<file path="src/rtl/ex_mem_reg_pkg.sv">
// ex_mem_reg_pkg
//   Shared definitions for the EX/MEM pipeline stage: condition-op encodings,
//   trap FSM states and a small decode helper.
package ex_mem_reg_pkg;

    typedef enum logic [2:0] {
        COND_NONE = 3'd0,
        COND_EQZ  = 3'd1,
        COND_NEZ  = 3'd2,
        COND_LTZ  = 3'd3,
        COND_GEZ  = 3'd4,
        COND_SEQ  = 3'd5,
        COND_SLT  = 3'd6,
        COND_SCO  = 3'd7
    } cond_op_e;

    typedef enum logic {
        ST_RUN  = 1'b0,
        ST_TRAP = 1'b1
    } state_e;

    // Conditional branches (EQZ..GEZ) never write back a register.
    function automatic logic is_branch_op(input logic [2:0] op);
        return (op >= COND_EQZ) && (op <= COND_GEZ);
    endfunction

endpackage

</file>
<file path="src/rtl/ex_mem_reg_if.sv">
// ex_mem_reg_if
//   Bundles the EX-side instruction inputs, the MEM-side registered outputs
//   and the trap handshake of the EX/MEM stage.
//   master : the surrounding pipeline/control (drives ex_*, mem_stall, flush, err_ack)
//   slave  : the ex_mem_reg stage itself
interface ex_mem_reg_if #(
    parameter int W  = 16,
    parameter int RW = 3
);
    // EX side
    logic          ex_valid;
    logic          ex_ready;
    logic [W-1:0]  ex_alu_out;
    logic          ex_ofl;
    logic          ex_z;
    logic          ex_sign;
    logic [2:0]    ex_cond_op;
    logic          ex_trap_ofl;
    logic [W-1:0]  ex_pc_plus2;
    logic [W-1:0]  ex_br_target;
    logic [RW-1:0] ex_wr_reg;
    logic          ex_wr_en;
    logic          ex_mem_rd;
    logic          ex_mem_wr;
    logic [W-1:0]  ex_st_data;
    // pipeline control
    logic          mem_stall;
    logic          flush;
    // MEM side
    logic          mem_valid;
    logic [W-1:0]  mem_result;
    logic [RW-1:0] mem_wr_reg;
    logic          mem_wr_en;
    logic          mem_mem_rd;
    logic          mem_mem_wr;
    logic [W-1:0]  mem_st_data;
    logic          mem_br_taken;
    logic [W-1:0]  mem_next_pc;
    // trap handshake
    logic          err;
    logic [W-1:0]  err_pc;
    logic          err_ack;

    modport master (
        output ex_valid, ex_alu_out, ex_ofl, ex_z, ex_sign, ex_cond_op,
               ex_trap_ofl, ex_pc_plus2, ex_br_target, ex_wr_reg, ex_wr_en,
               ex_mem_rd, ex_mem_wr, ex_st_data, mem_stall, flush, err_ack,
        input  ex_ready, mem_valid, mem_result, mem_wr_reg, mem_wr_en,
               mem_mem_rd, mem_mem_wr, mem_st_data, mem_br_taken,
               mem_next_pc, err, err_pc
    );

    modport slave (
        input  ex_valid, ex_alu_out, ex_ofl, ex_z, ex_sign, ex_cond_op,
               ex_trap_ofl, ex_pc_plus2, ex_br_target, ex_wr_reg, ex_wr_en,
               ex_mem_rd, ex_mem_wr, ex_st_data, mem_stall, flush, err_ack,
        output ex_ready, mem_valid, mem_result, mem_wr_reg, mem_wr_en,
               mem_mem_rd, mem_mem_wr, mem_st_data, mem_br_taken,
               mem_next_pc, err, err_pc
    );
endinterface

</file>
<file path="src/rtl/ex_mem_reg_cond_eval.sv">
// ex_mem_reg_cond_eval
//   Combinational resolution of the condition op against the ALU flags.
//   cond_op     in  3  condition op (cond_op_e encoding)
//   alu_out     in  W  ALU result
//   z/sign/ofl  in  1  ALU zero, result sign, overflow (carry in unsigned mode)
//   result      out W  alu_out, or a 0/1 word for the set-condition ops
//   br_taken    out 1  branch condition met (branch ops only)
//   wr_suppress out 1  op is a branch: register writeback must be blocked
module ex_mem_reg_cond_eval
    import ex_mem_reg_pkg::*;
#(
    parameter int W = 16
) (
    input  logic [2:0]   cond_op,
    input  logic [W-1:0] alu_out,
    input  logic         z,
    input  logic         sign,
    input  logic         ofl,
    output logic [W-1:0] result,
    output logic         br_taken,
    output logic         wr_suppress
);

    always_comb begin
        result      = alu_out;
        br_taken    = 1'b0;
        wr_suppress = is_branch_op(cond_op);
        case (cond_op_e'(cond_op))
            COND_EQZ: br_taken = z;
            COND_NEZ: br_taken = ~z;
            COND_LTZ: br_taken = sign;
            COND_GEZ: br_taken = ~sign;
            COND_SEQ: result   = {{(W-1){1'b0}}, z};
            // signed less-than: true sign is the result sign corrected by overflow
            COND_SLT: result   = {{(W-1){1'b0}}, sign ^ ofl};
            COND_SCO: result   = {{(W-1){1'b0}}, ofl};
            default:  ;
        endcase
    end

endmodule

</file>
<file path="src/rtl/ex_mem_reg.sv">
// ex_mem_reg
//   EX/MEM pipeline register downstream of the 16-bit ALU. Registers the ALU
//   result and control bits, resolves branch/set-condition outcomes, raises a
//   sticky overflow trap (err/err_pc, cleared by err_ack) and back-pressures EX
//   on memory stall or while a trap is pending.
//   clk  in  clock, rising edge
//   rst  in  synchronous active-high reset
//   bus  slave modport of ex_mem_reg_if (EX inputs, MEM outputs, trap handshake)
module ex_mem_reg
    import ex_mem_reg_pkg::*;
#(
    parameter int W  = 16,
    parameter int RW = 3
) (
    input logic         clk,
    input logic         rst,
    ex_mem_reg_if.slave bus
);

    state_e        state, state_next;

    logic [W-1:0]  ce_result;
    logic          ce_br_taken;
    logic          ce_wr_suppress;

    logic          accept;
    logic          trap_hit;
    logic          load_instr;
    logic          stage_ld;

    logic          valid_q;
    logic [W-1:0]  result_q;
    logic [RW-1:0] wr_reg_q;
    logic          wr_en_q;
    logic          mem_rd_q;
    logic          mem_wr_q;
    logic [W-1:0]  st_data_q;
    logic          br_taken_q;
    logic [W-1:0]  next_pc_q;
    logic [W-1:0]  err_pc_q;

    ex_mem_reg_cond_eval #(.W(W)) u_cond_eval (
        .cond_op     (bus.ex_cond_op),
        .alu_out     (bus.ex_alu_out),
        .z           (bus.ex_z),
        .sign        (bus.ex_sign),
        .ofl         (bus.ex_ofl),
        .result      (ce_result),
        .br_taken    (ce_br_taken),
        .wr_suppress (ce_wr_suppress)
    );

    assign bus.ex_ready = ~bus.mem_stall & (state == ST_RUN);
    assign accept       = bus.ex_valid & bus.ex_ready;
    assign trap_hit     = accept & bus.ex_trap_ofl & bus.ex_ofl & ~bus.flush;
    // Anything accepted that is flushed or trapping enters as a bubble.
    assign load_instr   = accept & ~bus.flush & ~(bus.ex_trap_ofl & bus.ex_ofl);
    // flush overrides stall so a squash is never lost behind a busy memory.
    assign stage_ld     = bus.flush | ~bus.mem_stall;

    always_ff @(posedge clk) begin
        if (rst) begin
            state <= ST_RUN;
        end else begin
            state <= state_next;
        end
    end

    always_comb begin
        state_next = state;
        case (state)
            ST_RUN:  if (trap_hit)    state_next = ST_TRAP;
            ST_TRAP: if (bus.err_ack) state_next = ST_RUN;
            default: state_next = ST_RUN;
        endcase
    end

    // Single load-enabled register bank stands in for the discrete dff cells;
    // a bubble clears the whole record so all enables read 0 when invalid.
    always_ff @(posedge clk) begin
        if (rst) begin
            valid_q    <= 1'b0;
            result_q   <= '0;
            wr_reg_q   <= '0;
            wr_en_q    <= 1'b0;
            mem_rd_q   <= 1'b0;
            mem_wr_q   <= 1'b0;
            st_data_q  <= '0;
            br_taken_q <= 1'b0;
            next_pc_q  <= '0;
        end else if (stage_ld) begin
            if (load_instr) begin
                valid_q    <= 1'b1;
                result_q   <= ce_result;
                wr_reg_q   <= bus.ex_wr_reg;
                wr_en_q    <= bus.ex_wr_en & ~ce_wr_suppress;
                mem_rd_q   <= bus.ex_mem_rd;
                mem_wr_q   <= bus.ex_mem_wr;
                st_data_q  <= bus.ex_st_data;
                br_taken_q <= ce_br_taken;
                next_pc_q  <= ce_br_taken ? bus.ex_br_target : bus.ex_pc_plus2;
            end else begin
                valid_q    <= 1'b0;
                result_q   <= '0;
                wr_reg_q   <= '0;
                wr_en_q    <= 1'b0;
                mem_rd_q   <= 1'b0;
                mem_wr_q   <= 1'b0;
                st_data_q  <= '0;
                br_taken_q <= 1'b0;
                next_pc_q  <= '0;
            end
        end
    end

    always_ff @(posedge clk) begin
        if (rst) begin
            err_pc_q <= '0;
        end else if (trap_hit) begin
            err_pc_q <= bus.ex_pc_plus2;
        end
    end

    assign bus.mem_valid    = valid_q;
    assign bus.mem_result   = result_q;
    assign bus.mem_wr_reg   = wr_reg_q;
    assign bus.mem_wr_en    = wr_en_q;
    assign bus.mem_mem_rd   = mem_rd_q;
    assign bus.mem_mem_wr   = mem_wr_q;
    assign bus.mem_st_data  = st_data_q;
    assign bus.mem_br_taken = br_taken_q;
    assign bus.mem_next_pc  = next_pc_q;
    assign bus.err          = (state == ST_TRAP);
    assign bus.err_pc       = err_pc_q;

endmodule
</file>
<file path="src/flat_wrapper.sv">
// flat-port wrapper written by rule: the top's interface ports become plain ports
module ex_mem_reg_flat import ex_mem_reg_pkg::*;
#(
    parameter int W  = 16,
    parameter int RW = 3
)
  (clk, rst, bus_ex_valid, bus_ex_alu_out, bus_ex_ofl, bus_ex_z, bus_ex_sign, bus_ex_cond_op, bus_ex_trap_ofl, bus_ex_pc_plus2, bus_ex_br_target, bus_ex_wr_reg, bus_ex_wr_en, bus_ex_mem_rd, bus_ex_mem_wr, bus_ex_st_data, bus_mem_stall, bus_flush, bus_err_ack, bus_ex_ready, bus_mem_valid, bus_mem_result, bus_mem_wr_reg, bus_mem_wr_en, bus_mem_mem_rd, bus_mem_mem_wr, bus_mem_st_data, bus_mem_br_taken, bus_mem_next_pc, bus_err, bus_err_pc);
  ex_mem_reg_if #(.W(W), .RW(RW)) bus_i ();
  input logic clk;
  input logic rst;
  input wire logic [$bits(bus_i.ex_valid)-1:0] bus_ex_valid;
  input wire logic [$bits(bus_i.ex_alu_out)-1:0] bus_ex_alu_out;
  input wire logic [$bits(bus_i.ex_ofl)-1:0] bus_ex_ofl;
  input wire logic [$bits(bus_i.ex_z)-1:0] bus_ex_z;
  input wire logic [$bits(bus_i.ex_sign)-1:0] bus_ex_sign;
  input wire logic [$bits(bus_i.ex_cond_op)-1:0] bus_ex_cond_op;
  input wire logic [$bits(bus_i.ex_trap_ofl)-1:0] bus_ex_trap_ofl;
  input wire logic [$bits(bus_i.ex_pc_plus2)-1:0] bus_ex_pc_plus2;
  input wire logic [$bits(bus_i.ex_br_target)-1:0] bus_ex_br_target;
  input wire logic [$bits(bus_i.ex_wr_reg)-1:0] bus_ex_wr_reg;
  input wire logic [$bits(bus_i.ex_wr_en)-1:0] bus_ex_wr_en;
  input wire logic [$bits(bus_i.ex_mem_rd)-1:0] bus_ex_mem_rd;
  input wire logic [$bits(bus_i.ex_mem_wr)-1:0] bus_ex_mem_wr;
  input wire logic [$bits(bus_i.ex_st_data)-1:0] bus_ex_st_data;
  input wire logic [$bits(bus_i.mem_stall)-1:0] bus_mem_stall;
  input wire logic [$bits(bus_i.flush)-1:0] bus_flush;
  input wire logic [$bits(bus_i.err_ack)-1:0] bus_err_ack;
  output wire logic [$bits(bus_i.ex_ready)-1:0] bus_ex_ready;
  output wire logic [$bits(bus_i.mem_valid)-1:0] bus_mem_valid;
  output wire logic [$bits(bus_i.mem_result)-1:0] bus_mem_result;
  output wire logic [$bits(bus_i.mem_wr_reg)-1:0] bus_mem_wr_reg;
  output wire logic [$bits(bus_i.mem_wr_en)-1:0] bus_mem_wr_en;
  output wire logic [$bits(bus_i.mem_mem_rd)-1:0] bus_mem_mem_rd;
  output wire logic [$bits(bus_i.mem_mem_wr)-1:0] bus_mem_mem_wr;
  output wire logic [$bits(bus_i.mem_st_data)-1:0] bus_mem_st_data;
  output wire logic [$bits(bus_i.mem_br_taken)-1:0] bus_mem_br_taken;
  output wire logic [$bits(bus_i.mem_next_pc)-1:0] bus_mem_next_pc;
  output wire logic [$bits(bus_i.err)-1:0] bus_err;
  output wire logic [$bits(bus_i.err_pc)-1:0] bus_err_pc;
  assign bus_i.ex_valid = bus_ex_valid;
  assign bus_i.ex_alu_out = bus_ex_alu_out;
  assign bus_i.ex_ofl = bus_ex_ofl;
  assign bus_i.ex_z = bus_ex_z;
  assign bus_i.ex_sign = bus_ex_sign;
  assign bus_i.ex_cond_op = bus_ex_cond_op;
  assign bus_i.ex_trap_ofl = bus_ex_trap_ofl;
  assign bus_i.ex_pc_plus2 = bus_ex_pc_plus2;
  assign bus_i.ex_br_target = bus_ex_br_target;
  assign bus_i.ex_wr_reg = bus_ex_wr_reg;
  assign bus_i.ex_wr_en = bus_ex_wr_en;
  assign bus_i.ex_mem_rd = bus_ex_mem_rd;
  assign bus_i.ex_mem_wr = bus_ex_mem_wr;
  assign bus_i.ex_st_data = bus_ex_st_data;
  assign bus_i.mem_stall = bus_mem_stall;
  assign bus_i.flush = bus_flush;
  assign bus_i.err_ack = bus_err_ack;
  assign bus_ex_ready = bus_i.ex_ready;
  assign bus_mem_valid = bus_i.mem_valid;
  assign bus_mem_result = bus_i.mem_result;
  assign bus_mem_wr_reg = bus_i.mem_wr_reg;
  assign bus_mem_wr_en = bus_i.mem_wr_en;
  assign bus_mem_mem_rd = bus_i.mem_mem_rd;
  assign bus_mem_mem_wr = bus_i.mem_mem_wr;
  assign bus_mem_st_data = bus_i.mem_st_data;
  assign bus_mem_br_taken = bus_i.mem_br_taken;
  assign bus_mem_next_pc = bus_i.mem_next_pc;
  assign bus_err = bus_i.err;
  assign bus_err_pc = bus_i.err_pc;
  ex_mem_reg #(.W(W), .RW(RW)) u_core (.clk(clk), .rst(rst), .bus(bus_i));
endmodule
</file>
<file path="config.mk">
export PLATFORM = sky130hd
export DESIGN_NAME = ex_mem_reg_flat
export DESIGN_NICKNAME = d
export VERILOG_FILES = /design/src/rtl/ex_mem_reg_pkg.sv /design/src/rtl/ex_mem_reg_if.sv /design/src/rtl/ex_mem_reg_cond_eval.sv /design/src/rtl/ex_mem_reg.sv /design/src/flat_wrapper.sv
export SDC_FILE = /design/constraint.sdc
export NUM_CORES = 1
export LEC_CHECK = 0
export ABC_AREA = 1
export ABC_CLOCK_PERIOD_IN_PS = 2470
export BUFFER_PORTS_ARGS = -buffer_cell sky130_fd_sc_hd__buf_2
export CAP_MARGIN = 20
export CORE_UTILIZATION = 50
export CTS_BUF_LIST = sky130_fd_sc_hd__clkbuf_8 sky130_fd_sc_hd__clkbuf_16
export CTS_CLUSTER_SIZE = 30
export DETAILED_ROUTE_END_ITERATION = 10
export PLACE_DENSITY = 0.84
export SLEW_MARGIN = 15
export SYNTH_ARGS = -nofsm -noshare
export SYNTH_HDL_FRONTEND = slang
export SYNTH_HIERARCHICAL = 1
export SYNTH_SLANG_ARGS = --single-unit
</file>
<file path="constraint.sdc">
create_clock -name clk -period 2.47 [get_ports clk]
set_input_delay 0.247 -clock clk [delete_from_list [all_inputs] [get_ports clk]]
set_output_delay 0.247 -clock clk [all_outputs]
set_load 0.03 [all_outputs]
</file>
==> results.py, run 1 <==
metrics = {
    "outcome": {
        "status": "finished, violations left",
        "violations": "design-rule violations",
    },
    "sta": {
        "achievable-frequency_mhz": 621,
        "relSlewSlack": 0.553,
        "setup_ws_ns": 0.859,
        "finalCritPeriodShare": 0.652,
        "rsz0062_at_grt": "no",
        "finalWorstPathRequiredPeriod_ns": 1.61,
        "worst_hold_slack_ns": 0.173,
        "setup_violations": 0,
        "worst_slew_pin_slew_ns": 0.669,
        "worst_clock_skew_ns": 0.00834,
        "setup_tns_ns": 0,
        "report.final.hold_viol_count": 0,
        "finalMaxSlewViolations": 0,
    },
    "synth": {
        "flip_flop_and_latch_count_after_synthesis": 73,
        "mappedNetlistArea_sq_um": 3370,
        "synthesis.nets": 590,
        "post_synth_inst_count": 507,
        "synth_area_per_cell_sq_um": 6.65,
        "synth_sequential_area_ratio": 0.433,
        "netlist-cell-type-count": 22,
        "yosysWarningCount": 6,
    },
    "setup_path": {
        "endpoint_type_of_the_worst_setup_path": "flip-flop",
        "critical_path_class": "reg -> reg",
        "critical_path.startpoint_type": "flip-flop",
        "cp_data_arrival_time_ns": 1.88,
        "crit_fanout": 37,
        "worst-endpoint-required_ns": 2.74,
    },
    "cells_and_area": {
        "layout-drive-gt1-share": 0.307,
        "diodes": 0,
        "layout.core_utilization": 0.680,
        "finalNetCount": 730,
        "fin_area_sq_um": 4370,
        "area_delta_synth_final_pct": 29.5,
        "filler_cell_count": 606,
    },
    "drt": {
        "detail_route.wl_per_cell_microns": 12.1,
        "dr.pass1.iters": 8,
        "route.detailed.vias_per_inst": 4.97,
        "via_count": 3623,
        "drt-total-wl_microns": 8850,
        "drtIter0Drc": 203,
        "ant_nets": 0,
        "post-route-drc-count": 20,
    },
    "global_routing": {
        "initial_antenna_violation_count": 0,
        "grt_pass1_vias": 3323,
        "track_usage": 0.249,
        "grt-ovfl-total": 0,
        "grt_max_degree": 38,
        "first_pass_grt_wire_length_microns": 14300,
    },
    "power": {
        "cell_internal_pwr_w": 0.00187,
        "pwr-share-clk": 0.387,
        "sw_frac": 0.267,
        "pwr-share-seq": 0.473,
        "static-leakage-power_nw": 2.29,
        "p_comb_frac": 0.140,
        "vdd.ir_drop.worst_mv": 0.356,
        "p_per_area_nw_per_um2": 584,
        "power.switching_w": 0.000680,
    },
    "place": {
        "portBuffers": 156,
        "place_worst_setup_slack_ns": 0.782,
        "finalWeightedCongestion": 0.906,
        "post-dp-hpwl_microns": 6240,
        "placed_instance_area_sq_um": 4150,
    },
    "clocking": {
        "post_cts.repair.setup_buffers": 0,
        "number_of_sinks_on_the_clock_net": 73,
        "cts_root_buf": "clkbuf_8",
        "cts.path.max_buffers": 2,
        "clock_insertion_delay_worst_skew_ns": 0.33,
        "cts_inserted_buffers": 9,
        "post_cts_hold_buffer_count": 0,
        "path_clk_slew_ns": 0.08,
        "cts-htree-levels": 3,
        "ctsResizeCount": 0,
        "cts_tree": "built",
    },
    "die": {
        "design.die.area_sq_um": 7080,
        "start_util": 0.525,
        "core_area_sq_um": 6420,
        "row_count": 29,
        "pin_count": 157,
        "floorplan.die.height_microns": 84.1,
        "die_width_microns": 84.1,
    },
    "worst_hold_path": {
        "min-delay-path-class": "in -> reg",
    },
    "flow_run": {
        "maxCapViolations": 0,
    },
}
-- critical path, cell delays in order, from the launching register on --
cell and delay, ns:
dfxtp_1 0.34, inv_2 0.06, nand2_2 0.09, nor2_8 0.40
nand2_2 0.35, nand2_1 0.16, inv_1 0.05, nor2_1 0.09
-- logic make-up after synthesis --
kind of cell / share of synthesized area
and+or+nand+nor: 0.339
buffers and inverters: 0.137
DFF: 0.433
AOI/OAI and AO/OA: 0.0902
-- routing by layer --
layer  share of wire  GRT usage  vias up
li1                -          -     1841
met1            0.41      0.303     1614
met2            0.48      0.428      156
met3           0.090     0.0653       12
met4           0.016     0.0846        0
met5               0          0        -
-- synth_stat cells --
| cell type | count | share of area |
|---|---|---|
| a21oi_1 | 58 | 0.086 |
| buf_1 | 5 | 0.0056 |
| buf_2 | 19 | 0.028 |
| buf_4 | 2 | 0.0045 |
| buf_6 | 1 | 0.0033 |
| buf_8 | 1 | 0.0045 |
| clkbuf_1 | 4 | 0.0045 |
| dfxtp_1 | 73 | 0.43 |
| inv_1 | 72 | 0.080 |
| inv_2 | 6 | 0.0067 |
| nand2_1 | 147 | 0.16 |
| nand2_2 | 3 | 0.0056 |
| nand3_1 | 72 | 0.11 |
| nand4_1 | 2 | 0.0037 |
| nor2_1 | 27 | 0.030 |
| nor2_2 | 9 | 0.017 |
| nor2_4 | 1 | 0.0033 |
| nor2_8 | 1 | 0.0059 |
| nor3_1 | 1 | 0.0015 |
| o21ai_0 | 1 | 0.0015 |
| o21ai_2 | 1 | 0.0026 |
| or2_2 | 1 | 0.0019 |
-- layout make-up --
class,instances,area [sq um],share of cell area
clock inverter,4,50.0,0.0115
timing repair buffer,161,843,0.193
multi-input combinational,324,1460,0.334
tap,77,96.3,0.0221
inverter,78,293,0.0670
sequential,73,1460,0.335
clock buffer,12,165,0.0378
-- power by group through the flow --
| stage | Combinational (W) | Sequential, W | Clock, W |
|---|---|---|---|
| 2_1_floorplan | 0.000186 | 0.00128 | 0 |
| 3_3_place_gp | 0.000349 | 0.00123 | 0 |
| 3_5_place_dp | 0.000354 | 0.00123 | 0 |
| 4_1_cts | 0.000355 | 0.00121 | 0.00101 |
| 5_1_grt | 0.000395 | 0.00121 | 0.00107 |
| 6_report | 0.000356 | 0.00121 | 0.000988 |
-- cell usage in the layout (no fill, tap or decap) --
cell type	synthesis	routed
buf_2	19	156
nand2_1	147	146
inv_1	72	73
dfxtp_1	73	73
nand3_1	72	72
a21oi_1	58	58
nor2_1	27	26
clkbuf_8	0	12
nor2_2	9	9
inv_2	6	6
nand2_2	3	4
buf_4	2	3
nor2_4	1	2
buf_12	0	2
nand4_1	2	2
inv_6	0	1
clkinvlp_4	0	1
bufinv_16	0	1
nor2_8	1	1
or2_2	1	1
o21ai_2	1	1
o21ai_0	1	1
nor3_1	1	1
-- per-stage QoR --
| step | cells | total power [W] |
|---|---|---|
| 3_3_place_gp | 713 | 0.00158 |
| 6_report | 729 | 0.00255 |
| 2_1_floorplan | 507 | 0.00146 |
| 5_1_grt | 729 | 0.00267 |
| 4_1_cts | 729 | 0.00257 |
| 3_5_place_dp | 713 | 0.00159 |
-- path summary, 6_finish.rpt --
check | start | to | slack, ns | cells after the start
max | u_core/bus.err$_SDFF_PP0_ | u_core/bus.err_pc[4]$_SDFFE_PP0P_ | 0.86 | 7
min | bus_ex_st_data[9] | u_core/bus.mem_st_data[9]$_SDFFE_PP0P_ | 0.17 | 3
max reg2reg | u_core/bus.err$_SDFF_PP0_ | u_core/bus.err_pc[4]$_SDFFE_PP0P_ | 0.86 | 7
min reg2reg | u_core/bus.mem_result[9]$_SDFFE_PP0P_ | u_core/bus.mem_result[9]$_SDFFE_PP0P_ | 0.46 | 2
No activity file was read; power rests on OpenSTA's default activity.
==> run 2, diff against run 1 <==
ABC_AREA = 0   (was 1)
ABC_CLOCK_PERIOD_IN_PS = 1430   (was 2470)
CORE_UTILIZATION = 39   (was 50)
PLACE_DENSITY = 0.74   (was 0.84)
clock period = 1.43 ns   (was 2.47 ns; I/O delays follow)
==> results.py, run 2 <==
metrics = {
    "power": {
        "pwr-share-seq": 0.499,
        "cell_internal_pwr_w": 0.00310,
        "vdd.ir_drop.worst_mv": 0.536,
        "sw_frac": 0.255,
        "p_comb_frac": 0.128,
        "power.switching_w": 0.00106,
        "p_per_area_nw_per_um2": 1020,
        "pwr-share-clk": 0.373,
        "static-leakage-power_nw": 1.95,
    },
    "setup_path": {
        "cp_data_arrival_time_ns": 1.86,
        "worst_path_largest_cell_delay_ns": 0.50,
        "endpoint_type_of_the_worst_setup_path": "flip-flop",
        "worst_path_max_delay_cell": "or4b_4",
        "critical_path.startpoint_type": "flip-flop",
        "critical_path_class": "reg -> reg",
        "regToRegSetupSlack_ns": -0.15,
        "crit_fanout": 9,
        "cp_cell_sequence": "or4b_4 -> nor3b_4 -> buf_12 -> clkbuf_16 -> a22o_1",
        "worst-endpoint-required_ns": 1.71,
    },
    "place": {
        "portBuffers": 156,
        "placed_instance_area_sq_um": 3780,
        "finalWeightedCongestion": 0.787,
        "place_worst_setup_slack_ns": -0.142,
        "post-dp-hpwl_microns": 5580,
    },
    "flow_run": {
        "maxCapViolations": 0,
    },
    "die": {
        "design.die.area_sq_um": 7480,
        "core_area_sq_um": 6830,
        "pin_count": 157,
        "start_util": 0.408,
        "row_count": 30,
        "die_width_microns": 86.5,
        "floorplan.die.height_microns": 86.5,
    },
    "synth": {
        "netlist-cell-type-count": 32,
        "synth-main-ff-cell": "dfxtp_1",
        "post-synth-top-count-cell": "dfxtp_1",
        "post_synth_inst_count": 279,
        "mappedNetlistArea_sq_um": 2790,
        "flip_flop_and_latch_count_after_synthesis": 73,
        "synth_area_per_cell_sq_um": 9.98,
        "synth_enable_flop_cells": 0,
        "netlist_top_cells_count": "73 x dfxtp_1, 38 x a22o_1, 32 x o21ai_0",
        "ys_top_cells_by_area": "dfxtp_1 52%, a22o_1 12%, mux2i_1 6.1%",
        "synthesis.nets": 362,
        "yosysWarningCount": 6,
        "synth_sequential_area_ratio": 0.525,
        "async_reset_ff_frac": 0,
        "yosysTopAreaCell": "dfxtp_1",
        "synth_top_cell_area_share": 0.525,
    },
    "clocking": {
        "path_clk_slew_ns": 0.08,
        "number_of_sinks_on_the_clock_net": 73,
        "cts_tree": "built",
        "clock_insertion_delay_worst_skew_ns": 0.33,
        "cts_inserted_buffers": 9,
        "cts_root_buf": "clkbuf_8",
        "cts.path.max_buffers": 2,
        "cts-htree-levels": 3,
    },
    "sta": {
        "finalWorstPathRequiredPeriod_ns": 1.58,
        "worst_clock_skew_ns": 0.00801,
        "rsz0062_at_grt": "yes",
        "relSlewSlack": 0.822,
        "setup_violations": 39,
        "finalMaxSlewViolations": 0,
        "finalCritPeriodShare": 1.10,
        "worst_slew_pin_slew_ns": 0.267,
        "achievable-frequency_mhz": 634,
        "report.final.hold_viol_count": 0,
        "setup_ws_ns": -0.148,
    },
    "cells_and_area": {
        "diodes": 0,
        "layout_common_cells": "156 x buf_2, 72 x dfxtp_1, 38 x a22o_1, 20 x o21ai_0",
        "layout-drive-gt1-share": 0.454,
        "fin_area_sq_um": 4100,
        "filler_cell_count": 610,
        "finalNetCount": 530,
        "mostFrequentLayoutCell": "buf_2",
        "area_delta_synth_final_pct": 47.2,
        "layout.core_utilization": 0.600,
    },
    "global_routing": {
        "track_usage": 0.204,
        "first_pass_grt_wire_length_microns": 12000,
        "grt-ovfl-total": 0,
        "initial_antenna_violation_count": 0,
        "grt_pass1_vias": 2656,
        "grt_max_degree": 55,
    },
    "outcome": {
        "status": "finished, violations left",
        "violations": "negative setup slack",
    },
    "drt": {
        "drt-total-wl_microns": 7940,
        "dr.pass1.iters": 4,
        "drtIter0Drc": 82,
        "ant_nets": 0,
        "detail_route.wl_per_cell_microns": 14.5,
        "route.detailed.vias_per_inst": 5.07,
        "via_count": 2778,
        "post-route-drc-count": 0,
    },
    "worst_hold_path": {
        "min-delay-path-class": "in -> reg",
    },
}
==> run 2: changes by cell type in the layout (fill, tap and decap cells not counted), moves of 6 or more <==
cell / delta
a21oi_1: -39
nand2_1: -128
inv_1: -70
mux2i_1: +17
nor2_2: -9
nand4_1: +14
a22o_1: +38
buf_4: +16
nor2_1: -22
nand3_1: -71
o21ai_0: +19
inv_2: -6
and2_1: +15
o21ai_1: +11
==> run 2: critical path: cells and delay by family, from the launching register on <==
kind            cells  cell delay [ns]
simple gates        2             0.73
buf+inv             2             0.32
flops               1             0.34
compound gates      1             0.13
==> run 2: power by group through the flow <==
| stage | Combinational (W) | Sequential (W) | Clock (W) |
|---|---|---|---|
| final | 0.000534 | 0.00208 | 0.00155 |
| after global routing | 0.000575 | 0.00208 | 0.00168 |
| after CTS | 0.000523 | 0.00208 | 0.00159 |
| after detailed placement | 0.000507 | 0.00213 | 0 |
| after global placement | 0.000499 | 0.00212 | 0 |
| after floorplan | 0.000202 | 0.00219 | 0 |
==> run 2: cell type report <==
cell class / instances / area (sq um) / share of cell area
clock buffer: 9 / 124 / 0.0302
clock inverter: 7 / 62.6 / 0.0153
inverter: 1 / 3.75 / 0.000915
multi-input combinational: 178 / 1220 / 0.298
sequential: 73 / 1470 / 0.357
tap: 96 / 120 / 0.0293
timing repair buffer: 184 / 1100 / 0.269
==> run 2: worst paths after layout <==
| check | from | to | depth (start not counted) |
|---|---|---|---|
| worst max-delay path | u_core/bus.err$_SDFF_PP0_ | u_core/bus.mem_wr_reg[0]$_SDFFE_PP0P_ | 5 |
| worst max register to register | u_core/bus.err$_SDFF_PP0_ | u_core/bus.mem_wr_reg[0]$_SDFFE_PP0P_ | 5 |
| worst min-delay path | bus_ex_wr_reg[2] | u_core/bus.mem_wr_reg[2]$_SDFFE_PP0P_ | 2 |
| worst min register to register | u_core/bus.mem_next_pc[4]$_SDFFE_PP0P_ | u_core/bus.mem_next_pc[4]$_SDFFE_PP0P_ | 2 |
==> run 2: logic make-up (layout without fill, tap and decap cells) <==
| group | Yosys count | after routing | synth area share |
|---|---|---|---|
| and+or+nand+nor | 65 | 65 | 0.133 |
| AOI/OAI and AO/OA | 94 | 94 | 0.226 |
| xor gates and xnor gates | 2 | 2 | 0.00629 |
| DFF | 73 | 73 | 0.525 |
| muxes | 17 | 17 | 0.0611 |
| buffers and inverters | 28 | 201 | 0.0481 |
==> run 2: repair_timing <==
action / in CTS / in global routing
setup buffers: 1 / 0
pin swaps: 1 / 2
hold endpoints to repair: 2 / 0
hold buffers: 2 / 0
setup endpoints to repair: 54 / 71
gates resized for setup: 5 / 11
gates cloned: 1 / 2
==> run 2: metal layers <==
metal	global-route usage	routed length [microns]	vias up
li1	-	-	1365
met1	0.245	3500	1293
met2	0.340	3770	108
met3	0.0610	576	12
met4	0.0864	95	0
met5	0	0	-
==> run 2: through the flow <==
stage | cells | TNS, ns | hold slack [ns] | total power, W
after floorplan | 279 | -6.35 | 0.276 | 0.00239
after global placement | 526 | -4.90 | 0.360 | 0.00262
after detailed placement | 526 | -5.47 | 0.364 | 0.00263
after CTS | 546 | -5.58 | 0.000568 | 0.00419
after global routing | 548 | -6.55 | 0.00476 | 0.00434
final | 548 | -5.04 | 0.0221 | 0.00417
==> run 3, diff against run 2 <==
CORE_ASPECT_RATIO = 2   (was unset)
PLACE_DENSITY = 0.82   (was 0.74)
==> results.py, run 3 (synthesized netlist as in run 2, its figures left out) <==
metrics = {
    "setup_path": {
        "crit_fanout": 9,
        "worst-endpoint-required_ns": 1.69,
        "critPathCapture": "u_core/bus.mem_result[10]$_SDFFE_PP0P_",
        "critical_path.startpoint_type": "flip-flop",
        "r2r_start": "u_core/bus.err$_SDFF_PP0_",
        "critical_path_class": "reg -> reg",
        "r2r_cells": 5,
        "crit-reg2reg-capture": "u_core/bus.mem_result[10]$_SDFFE_PP0P_",
        "cp_data_arrival_time_ns": 1.84,
        "endpoint_type_of_the_worst_setup_path": "flip-flop",
        "regToRegSetupSlack_ns": -0.14,
        "setup.worst_path.start": "u_core/bus.err$_SDFF_PP0_",
    },
    "sta": {
        "setup_violations": 51,
        "worst_clock_skew_ns": 0.00705,
        "report.final.hold_viol_count": 0,
        "rsz0062_at_grt": "yes",
        "finalCritPeriodShare": 1.10,
        "relSlewSlack": 0.820,
        "worst_hold_slack_ns": 0.0331,
        "achievable-frequency_mhz": 635,
        "worst_slew_pin_slew_ns": 0.268,
        "finalMaxSlewViolations": 0,
        "setup_ws_ns": -0.144,
        "finalWorstPathRequiredPeriod_ns": 1.57,
    },
    "cells_and_area": {
        "multi_input_comb_area_sq_um": 1210,
        "diodes": 0,
        "layout.area.seq_sq_um": 1470,
        "filler_cell_count": 607,
        "fin_area_sq_um": 4140,
        "finish.cell_count_without_fillers": 539,
        "mostFrequentLayoutCell": "buf_2",
        "layout_common_cells": "156 x buf_2, 72 x dfxtp_1, 38 x a22o_1, 25 x o21ai_0, 19 x a21oi_1",
        "area_delta_synth_final_pct": 48.7,
        "finalNetCount": 527,
        "layout-drive-gt1-share": 0.457,
    },
    "power": {
        "vdd.ir_drop.worst_mv": 0.832,
        "p_per_area_nw_per_um2": 1170,
        "power.total_w": 0.00486,
        "static-leakage-power_nw": 1.96,
    },
    "global_routing": {
        "grt_max_degree": 55,
        "initial_antenna_violation_count": 0,
        "track_usage": 0.228,
        "grt-ovfl-total": 0,
        "grt_pass1_vias": 2801,
        "first_pass_grt_wire_length_microns": 12700,
    },
    "die": {
        "design.die.area_sq_um": 7500,
        "start_util": 0.401,
        "die_width_microns": 61.8,
        "row_count": 43,
        "pin_count": 157,
        "floorplan.die.height_microns": 122,
        "core_area_sq_um": 6940,
    },
    "flow_run": {
        "maxCapViolations": 0,
    },
    "drt": {
        "via_count": 2849,
        "drt-total-wl_microns": 8440,
        "drtIter0Drc": 150,
        "detail_route.wl_per_cell_microns": 15.7,
        "route.detailed.vias_per_inst": 5.29,
        "dr.pass1.iters": 4,
        "post-route-drc-count": 0,
        "ant_nets": 0,
    },
    "clocking": {
        "cts_root_buf": "clkbuf_16",
        "cts-htree-levels": 3,
        "cts_tree": "built",
        "number_of_sinks_on_the_clock_net": 73,
        "cts_inserted_buffers": 9,
        "clock_insertion_delay_worst_skew_ns": 0.33,
        "path_clk_slew_ns": 0.06,
        "cts.path.max_buffers": 2,
    },
    "place": {
        "numPlacedInstances": 520,
        "portBuffers": 156,
        "finalWeightedCongestion": 0.829,
        "post-dp-hpwl_microns": 6050,
        "placed_instance_area_sq_um": 3780,
    },
    "worst_hold_path": {
        "min-delay-path-class": "in -> reg",
    },
    "outcome": {
        "violations": "negative setup slack",
        "status": "finished, violations left",
    },
}
==> run 3: where the power goes <==
group | total (W) | internal, W | switching (W)
sequential | 0.00208 | 0.00207 | 0.0000159
combinational | 0.000532 | 0.000242 | 0.000290
clock | 0.00224 | 0.00140 | 0.000843
total | 0.00486 | 0.00371 | 0.00115
==> run 3: cell type report <==
| cell class | instances | area share |
|---|---|---|
| Tap cell | 90 | 0.0272 |
| Multi-Input combinational cell | 178 | 0.292 |
| Clock buffer | 10 | 0.0577 |
| Timing Repair Buffer | 181 | 0.252 |
| Sequential cell | 73 | 0.354 |
| Clock inverter | 6 | 0.0160 |
| Inverter | 1 | 0.000906 |
==> run 3: per-stage QoR <==
stage	util	TNS (ns)	setup WS, ns
6_report	0.597	-4.20	-0.144
3_5_place_dp	0.545	-5.23	-0.127
5_1_grt	0.597	-8.14	-0.188
2_1_floorplan	-	-6.35	-0.198
4_1_cts	0.596	-5.03	-0.136
3_3_place_gp	0.545	-3.83	-0.102
==> run 3: what timing repair did <==
action	CTS	global route
gates resized for setup	4	7
hold buffers	0	0
pin swaps	1	1
setup endpoints to repair	67	70
setup buffers	2	0
cloned	1	1
==> run 3: worst min path at each step <==
stage | end | slack, ns | start | cells after the start
2_1_floorplan | u_core/bus.mem_st_data[0]$_SDFFE_PP0P_ | 0.28 | bus_ex_st_data[0] | 1
3_3_place_gp | u_core/bus.mem_mem_rd$_SDFFE_PP0P_ | 0.36 | bus_ex_mem_rd | 2
3_5_place_dp | u_core/bus.mem_mem_wr$_SDFFE_PP0P_ | 0.37 | bus_ex_mem_wr | 2
4_1_cts | u_core/bus.mem_mem_wr$_SDFFE_PP0P_ | 0.01 | bus_ex_mem_wr | 2
5_1_grt | u_core/bus.mem_st_data[15]$_SDFFE_PP0P_ | 0.02 | bus_ex_st_data[15] | 2
6_report | u_core/bus.mem_st_data[4]$_SDFFE_PP0P_ | 0.03 | bus_ex_st_data[4] | 2
==> run 3: critical path: stages (launching register included) <==
cell and delay, ns:
dfxtp_4 0.34, or4b_4 0.50, nor3b_4 0.23, buf_6 0.15
clkbuf_16 0.15, a22o_1 0.14
==> run 3: layer usage <==
| metal | vias to the layer above | track usage | part of all wire |
|---|---|---|---|
| met5 | - | 0 | 0 |
| met4 | 0 | 0.122 | 0.030 |
| li1 | 1352 | - | - |
| met2 | 123 | 0.404 | 0.54 |
| met1 | 1351 | 0.231 | 0.38 |
| met3 | 23 | 0.0565 | 0.052 |
